--- config.mk ---
export PLATFORM = sky130hd
export DESIGN_NAME = rand_matrix_fill
export DESIGN_NICKNAME = d
export VERILOG_FILES = /design/src/rtl/rand_matrix_fill.sv
export SDC_FILE = /design/constraint.sdc
export NUM_CORES = 1
export LEC_CHECK = 0
export BUFFER_PORTS_ARGS = -buffer_cell sky130_fd_sc_hd__buf_4
export CAP_MARGIN = 20
export CORE_AREA = 2 2 75 77
export CTS_BUF_LIST = sky130_fd_sc_hd__clkbuf_4
export DETAILED_ROUTE_END_ITERATION = 12
export DIE_AREA = 0 0 77 79
export PLACE_DENSITY = 0.78
export SYNTH_ARGS = -nofsm -noshare
export SYNTH_HDL_FRONTEND = slang
export SYNTH_SLANG_ARGS = --single-unit
--- constraint.sdc ---
create_clock -name clk -period 3.2 [get_ports clk]
set_clock_uncertainty 0.15 [all_clocks]
set_input_delay 0.32 -clock clk [delete_from_list [all_inputs] [get_ports clk]]
set_output_delay 0.32 -clock clk [all_outputs]
set_load 0.01 [all_outputs]
--- src/rtl/rand_matrix_fill.sv ---
// Fills a rows x cols matrix with values from an external range-mapped LFSR.
// Each element is written row-major through a valid/ready port.
module rand_matrix_fill #(
  parameter int MAX_DIM   = 5,
  parameter int PRIME_CYC = 3
) (
  input  logic       clk,
  input  logic       rst_n,
  input  logic       start,
  input  logic [2:0] cfg_rows,
  input  logic [2:0] cfg_cols,
  input  logic [7:0] cfg_lo,
  input  logic [7:0] cfg_hi,
  output logic       rng_en,
  output logic [7:0] rng_min,
  output logic [7:0] rng_max,
  input  logic [7:0] rng_val,
  output logic       wr_valid,
  input  logic       wr_ready,
  output logic [2:0] wr_row,
  output logic [2:0] wr_col,
  output logic [7:0] wr_data,
  output logic       busy,
  output logic       done,
  output logic       err
);

  // state  | meaning
  // IDLE   | waiting for start; err pulses here after a rejected request
  // SETTLE | one quiet cycle so the generator captures the new bounds
  // PRIME  | PRIME_CYC enabled cycles flushing the generator pipeline
  // GEN    | issuing element writes, generator frozen while stalled
  // FIN    | one-cycle done pulse
  typedef enum logic [2:0] {IDLE, SETTLE, PRIME, GEN, FIN} state_t;

  state_t     state, state_nxt;
  logic [2:0] rows_q, cols_q, row_q, col_q;
  logic [7:0] lo_q, hi_q;
  logic [7:0] prime_cnt;
  logic       err_q;
  logic       cfg_ok, hs, last_elem;

  assign cfg_ok = (cfg_rows != 3'd0) && (cfg_cols != 3'd0) &&
                  (32'(cfg_rows) <= MAX_DIM) && (32'(cfg_cols) <= MAX_DIM) &&
                  ($signed(cfg_lo) <= $signed(cfg_hi));
  assign hs        = wr_valid && wr_ready;
  assign last_elem = (row_q == 3'(rows_q - 3'd1)) && (col_q == 3'(cols_q - 3'd1));

  always_ff @(posedge clk or negedge rst_n) begin
    if (!rst_n) begin
      state     <= IDLE;
      rows_q    <= '0;
      cols_q    <= '0;
      lo_q      <= '0;
      hi_q      <= '0;
      row_q     <= '0;
      col_q     <= '0;
      prime_cnt <= '0;
      err_q     <= 1'b0;
    end else begin
      state <= state_nxt;
      err_q <= 1'b0;
      case (state)
        IDLE: begin
          if (start) begin
            rows_q <= cfg_rows;
            cols_q <= cfg_cols;
            lo_q   <= cfg_lo;
            hi_q   <= cfg_hi;
            row_q  <= '0;
            col_q  <= '0;
            err_q  <= !cfg_ok;
          end
        end
        SETTLE: prime_cnt <= 8'(PRIME_CYC - 1);
        PRIME: if (prime_cnt != '0) prime_cnt <= prime_cnt - 8'd1;
        GEN: begin
          if (hs) begin
            if (col_q == 3'(cols_q - 3'd1)) begin
              col_q <= '0;
              row_q <= row_q + 3'd1;
            end else begin
              col_q <= col_q + 3'd1;
            end
          end
        end
        default: ;
      endcase
    end
  end

  always_comb begin
    state_nxt = state;
    rng_en    = 1'b0;
    wr_valid  = 1'b0;
    done      = 1'b0;
    case (state)
      IDLE:   if (start && cfg_ok) state_nxt = SETTLE;
      SETTLE: state_nxt = PRIME;
      PRIME: begin
        rng_en = 1'b1;
        if (prime_cnt == '0) state_nxt = GEN;
      end
      GEN: begin
        wr_valid = 1'b1;
        rng_en   = wr_ready;
        if (hs && last_elem) state_nxt = FIN;
      end
      FIN: begin
        done      = 1'b1;
        state_nxt = IDLE;
      end
      default: state_nxt = IDLE;
    endcase
  end

  // Indices and data are only meaningful during GEN; elsewhere they read 0.
  assign wr_row  = (state == GEN) ? row_q : 3'd0;
  assign wr_col  = (state == GEN) ? col_q : 3'd0;
  assign wr_data = (state == GEN) ? rng_val : 8'd0;
  assign rng_min = lo_q;
  assign rng_max = hi_q;
  assign busy    = (state != IDLE);
  assign err     = err_q;

endmodule

**Word level (Yosys, flattened, before mapping)**

Index checks and enable logic that the tools add are counted.

- Reductions and logical operators: 22
- Add/sub/neg operators: 5
- Muxes and demuxes: 21
- Eq/ne operators: 13
- Order comparisons: 3

Operator list:

| operator | count |
|---|---|
| 3-bit 2-to-1 mux | 10 |
| 8-bit 2-to-1 mux | 2 |
| 8-bit one-hot mux with 2 select lines | 1 |
| 2-bit inequality test (second input constant) | 7 |
| 3-bit one-hot mux with 2 select lines | 2 |
| 3-bit one-hot mux with 4 select lines | 1 |
| 3-bit nonzero test | 3 |
| 8-bit less-or-equal comparator | 1 |
| 1-bit logical AND | 8 |
| 8-bit zero test | 1 |
| 8-bit nonzero test | 1 |
| 8-bit by 1-bit subtractor with 8-bit output (second input constant) | 1 |
| 3-bit by 1-bit adder with 3-bit output (second input constant) | 2 |
| 3-bit by 2-bit equality test with 1-bit output (second input constant) | 2 |
| 3-bit equality test | 2 |
| 3-bit less-or-equal comparator (second input constant) | 2 |
| 3-bit AND reduction | 2 |
| 3-bit by 1-bit subtractor with 3-bit output (second input constant) | 2 |
| 1-bit 2-to-1 mux | 4 |
| 2-bit AND reduction | 2 |
| 4-bit AND reduction | 1 |
| 2-bit nonzero test | 2 |
| 3-bit by 1-bit equality test with 1-bit output (second input constant) | 1 |
| 3-bit equality test (second input constant) | 1 |
| 3 further kinds | 3 |

- Input port bits: 34
- Output and inout bits: 35
- Register bits: 40

**Depth between registers and ports, before layout**

- Word-level depth: 8
- Mapped depth: 8

**Worst setup path after synthesis**

Ideal clock, no wire load.

- Path type: reg-to-reg
- Start: register cols_q[0]
- End: register state[0]
- Data required time: 2.921 ns
- Buffers on the path: 0
- Data arrival time: 1.760 ns
- Setup slack: 1.161 ns
- Stages on the path, launching flop included: 8
- Cell sequence: dfrtp_1 inv_1 ha_1 xor3_1 nor3_1 nand4_1 o21ai_0 o22ai_1

- Cells in the longest elaborated chain, start to end: 6

RTL lines:

| item | line | source |
|---|---|---|
| start: declaration | 37 | `logic [2:0] rows_q, cols_q, row_q, col_q;` |
| start signal: assignment | 67 | `cols_q <= cfg_cols;` |
| 3-bit by 1-bit subtractor with 3-bit output | 47 | `assign last_elem = (row_q == 3'(rows_q - 3'd1)) && (col_q == 3'(cols_q - 3'd1));` |
| 3-bit equality test | 47 |  |
| 1-bit logical AND | 47 |  |
| 1-bit logical AND | 107 | `if (hs && last_elem) state_nxt = FIN;` |
| 2-bit inequality test (no source line) | -- |  |
| 3-bit AND reduction (no source line) | -- |  |
| end signal: assignment | 61 | `state <= state_nxt;` |
| end: declaration | 36 | `state_t state, state_nxt;` |

Every way passes these cells.
A chain may end at the register's enable or synchronous reset.

**Final worst setup path**

- Start: register state[1]
- End: output port wr_data[0]

- Cells in the longest elaborated chain, start to end: 2

RTL lines:

| item | line | source |
|---|---|---|
| 3-bit by 2-bit equality test with 1-bit output | 120 | `assign wr_data = (state == GEN) ? rng_val : 8'd0;` |
| 8-bit 2-to-1 mux | 120 |  |
| end: declaration | 22 | `output logic [7:0] wr_data,` |

Every way passes these cells.

==> results by stage <==
Clock tree:
- The number of buffers created by CTS is 5.
- Clock latency on the worst-skew pair, taken at its later pin, is 0.35 ns.
- Clock-pin slew was measured on the worst setup and hold paths at 0.12 ns.
- After clock tree synthesis, the flow added hold-fix buffers numbering 1.
- In this run the clock root is driven by a sky130_fd_sc_hd__clkbuf_4.
- Buffers added to address setup during post-CTS repair amount to 0.
- The post-cts gate resize count is 0.
- The depth of the CTS H-tree is 2.
- Counting every sink on the clock net gives 40.
- No sink is reached through more buffers than the 2 on the longest clock path.
- The TritonCTS clock tree is built.

Final layout:
- Leaving out fill and tap cells, the most frequent cell in the layout is sky130_fd_sc_hd__buf_4.
- The fraction of layout cells with a size suffix above 1 is 0.263.
- After filler insertion, the fill cell instance count of the layout stands at 535.
- The antenna diode instance count is 0.
- The library cells used most frequently in the layout, excluding fill and tap cells, are sky130_fd_sc_hd__buf_4, sky130_fd_sc_hd__nand2_1, sky130_fd_sc_hd__dfrtp_1, sky130_fd_sc_hd__inv_1, sky130_fd_sc_hd__o21ai_0.
- In the final layout, the multi-input gates occupy 1140 um2.
- The total number of nets in the final design is 366.
- Compared with the post-synthesis result, the final layout area differs by 27.5%.
- Across the whole layout, storage elements account for 1000 um2.

Logic synthesis:
- A synthesized cell averages 9.07 um2.
- In the synthesized netlist the async set-or-reset flop fraction comes to 1.00.
- The flip-flop and latch count after synthesis is 40.
- The post-synthesis instance total is 251.
- The post-synth net total is 299.
- The number of distinct library cells after synthesis is 41.
- By area the synthesized netlist is led by sky130_fd_sc_hd__dfrtp_1, sky130_fd_sc_hd__ha_1, sky130_fd_sc_hd__nand2_1, sky130_fd_sc_hd__o21ai_0, sky130_fd_sc_hd__and3_1.
- Counting flops with a built-in enable in the synthesized netlist gives 0.
- Of the post-synthesis cell area, the dominant cell type holds 0.440.
- The most used flip-flop cell after synthesis is sky130_fd_sc_hd__dfrtp_1.
- sky130_fd_sc_hd__dfrtp_1 takes more of the synthesized area than any other cell.
- The part of the Yosys area used for sequential elements is 0.440.
- The warning count from the yosys run is 0.
- The synthesized netlist occupies a cell area of 2280 um2.

Worst setup path:
- Data arrives at the worst endpoint at 1.92 ns.
- The critical path startpoint category is a register.
- The critical path capture point type is an output port.
- Of all nets on the critical path, the largest fanout is 11.
- The setup check on the worst reg-to-reg path leaves a slack of 0.82 ns.
- The category of the most critical setup path is reg -> out.
- At the worst endpoint, the required time is 2.73 ns.

GRT:
- The via count of the first global-routing pass was 1989.
- Entering global routing, the biggest net connects 41 pins.
- The initial antenna violation count is 0.
- The first global-routing pass estimated 8780 um of wire.
- For this run, the total global-route usage over all layers was measured as 0.179.
- The global-route congestion overflow total is 0.

Floorplan:
- The die covers 6080 um2.
- In this run the core area contains 27 standard-cell rows.
- The die extent in y is 79 um.
- The effective utilization at floorplan is 0.426.
- The total area inside the core boundary comes to 5340 um2.
- In this run the horizontal extent of the chip is 77 um.
- The I/O pin count is 69.

Placed design:
- The final estimated routing congestion in global placement is 0.778.
- Detailed placement ended at an HPWL of 3870 um.
- Input and output buffers added on the ports amount to 68.

Run status:
- The run finished with clean final reports.

STA:
- The portion of the clock cycle consumed by the worst path in the final layout is 0.746.
- Based on the critical path, the design can be clocked at up to 0.419 GHz.
- The number of max-slew violations in the final report is 0.
- Hold timing on the final database bottoms out at a slack of 0.0169 ns.
- The setup total negative slack is 0 ns.
- Counting I/O delays and the setup requirement, the final critical path takes 2.39 ns.
- The count of endpoints failing setup in the final report is 0.
- The number of hold-slack violations in the final timing report is 0.
- Setup repair after global routing left no endpoint under its margin.
- The slew at the pin closest to its max-slew limit is 0.892 ns.
- In this run the tightest slew margin relative to its limit is 0.404.

Route:
- For this run, the detailed router's first-pass iteration total came to 4.
- In this run, the number of DRC markers left after iteration 0 of detailed routing was 102.
- For this run, design rule violations remaining after detail routing come to 0.
- The routed length per instance is 13.2 um.
- The count of nets left with antenna violations once routing finished came out at 0.
- Wires add up to 5160 um.
- In the routed layout, each cell is associated on average with a via count of 5.15.
- The routed layout has 2014 vias.

Pwr:
- For this design the ratio of total power to cell area is 678 nW/um2.
- For this design the static power due to leakage is 1.51 nW.
- The worst-case IR drop observed on VDD is 0.246 mV.

Hold path:
- The classification of the worst-slack hold path is in -> reg.

Job:
- The tool flagged a number of max-cap violations equal to 0.
[final cells by class]
class / instances / share of cell area
clock buffers: 7 / 0.0181
flip-flops and latches: 40 / 0.345
repair buffers: 72 / 0.187
inverters: 19 / 0.0246
multi-input cells: 180 / 0.393
clock inverters: 1 / 0.00129
well taps: 72 / 0.0310
[Yosys cell counts, types with 3 or more instances]
cell,n
sky130_fd_sc_hd__clkbuf_1,9
sky130_fd_sc_hd__and2_1,3
sky130_fd_sc_hd__xor2_1,7
sky130_fd_sc_hd__mux2i_1,3
sky130_fd_sc_hd__ha_1,14
sky130_fd_sc_hd__dfrtp_1,40
sky130_fd_sc_hd__inv_1,19
sky130_fd_sc_hd__nand2b_1,5
sky130_fd_sc_hd__a22o_1,3
sky130_fd_sc_hd__and3_1,14
sky130_fd_sc_hd__nand3_1,5
sky130_fd_sc_hd__a21oi_1,6
sky130_fd_sc_hd__nor3_1,5
sky130_fd_sc_hd__nand2_1,46
sky130_fd_sc_hd__o21ai_0,19
sky130_fd_sc_hd__o22ai_1,4
sky130_fd_sc_hd__xnor2_1,4
sky130_fd_sc_hd__nor2_1,14
sky130_fd_sc_hd__nand4_1,5
[final timing paths]
| path | to | start | cells past startpoint |
|---|---|---|---|
| min in group asynchronous | rng_min[7] | rst_n | 2 |
| worst max register to register | row_q[1] | cols_q[0] | 7 |
| worst max-delay path | wr_data[0] | state[1] | 4 |
| worst min-delay path | rng_min[3] | cfg_lo[3] | 3 |
| max in group asynchronous | prime_cnt[1] | rst_n | 2 |
| worst min register to register | rng_min[3] | rng_min[3] | 2 |
[worst max-delay path, cell delays in order, from the launching register on]
cell,delay (ns)
sky130_fd_sc_hd__dfrtp_1,0.53
sky130_fd_sc_hd__nor2b_1,0.47
sky130_fd_sc_hd__buf_4,0.26
sky130_fd_sc_hd__and3_1,0.18
sky130_fd_sc_hd__buf_4,0.12
[flip-flops by register name, indices dropped and copies added (netlist names)]
register	count
row_q	3
rows_q	3
cols_q	3
prime_cnt	8
col_q	3
rng_min	8
rng_max	8
state	3
err	1
[per-layer routing]
layer | vias to the layer above | share of wire | wire [um] | global-route usage
met2 | 63 | 0.49 | 2540 | 0.320
met1 | 956 | 0.43 | 2210 | 0.212
met4 | 0 | 0.012 | 64 | 0.0482
met5 | - | 0 | 0 | 0
li1 | 988 | - | - | -
met3 | 7 | 0.068 | 352 | 0.0489
[logic make-up (layout without fill, tap and decap cells)]
logic type / after synthesis / after routing / synth area share
compound gates: 44 / 44 / 0.123
fa+ha+maj: 14 / 14 / 0.0770
mux: 3 / 3 / 0.0132
flops: 40 / 40 / 0.440
xor+xnor: 12 / 12 / 0.0528
simple gates: 107 / 107 / 0.235
buf+inv: 31 / 99 / 0.0594
[metrics by stage]
step	std cells	total power, mW	area (um2)	setup WS, ns	utilization
finish	391	1.97	2900	0.813	0.544
global route	391	2.14	2900	0.592	0.544
CTS	391	1.99	2900	0.816	0.544
detailed placement	382	1.72	2840	0.858	0.531
global placement	382	1.68	2840	0.971	0.531
floorplan	251	1.37	2280	1.16	-
[report_power, final]
part | internal (mW) | switching, mW | total [mW]
logic | 0.468 | 0.452 | 0.920
clock network | 0.102 | 0.159 | 0.260
registers | 0.649 | 0.137 | 0.786
total | 1.22 | 0.747 | 1.97
(Power assumes the default switching activity.)
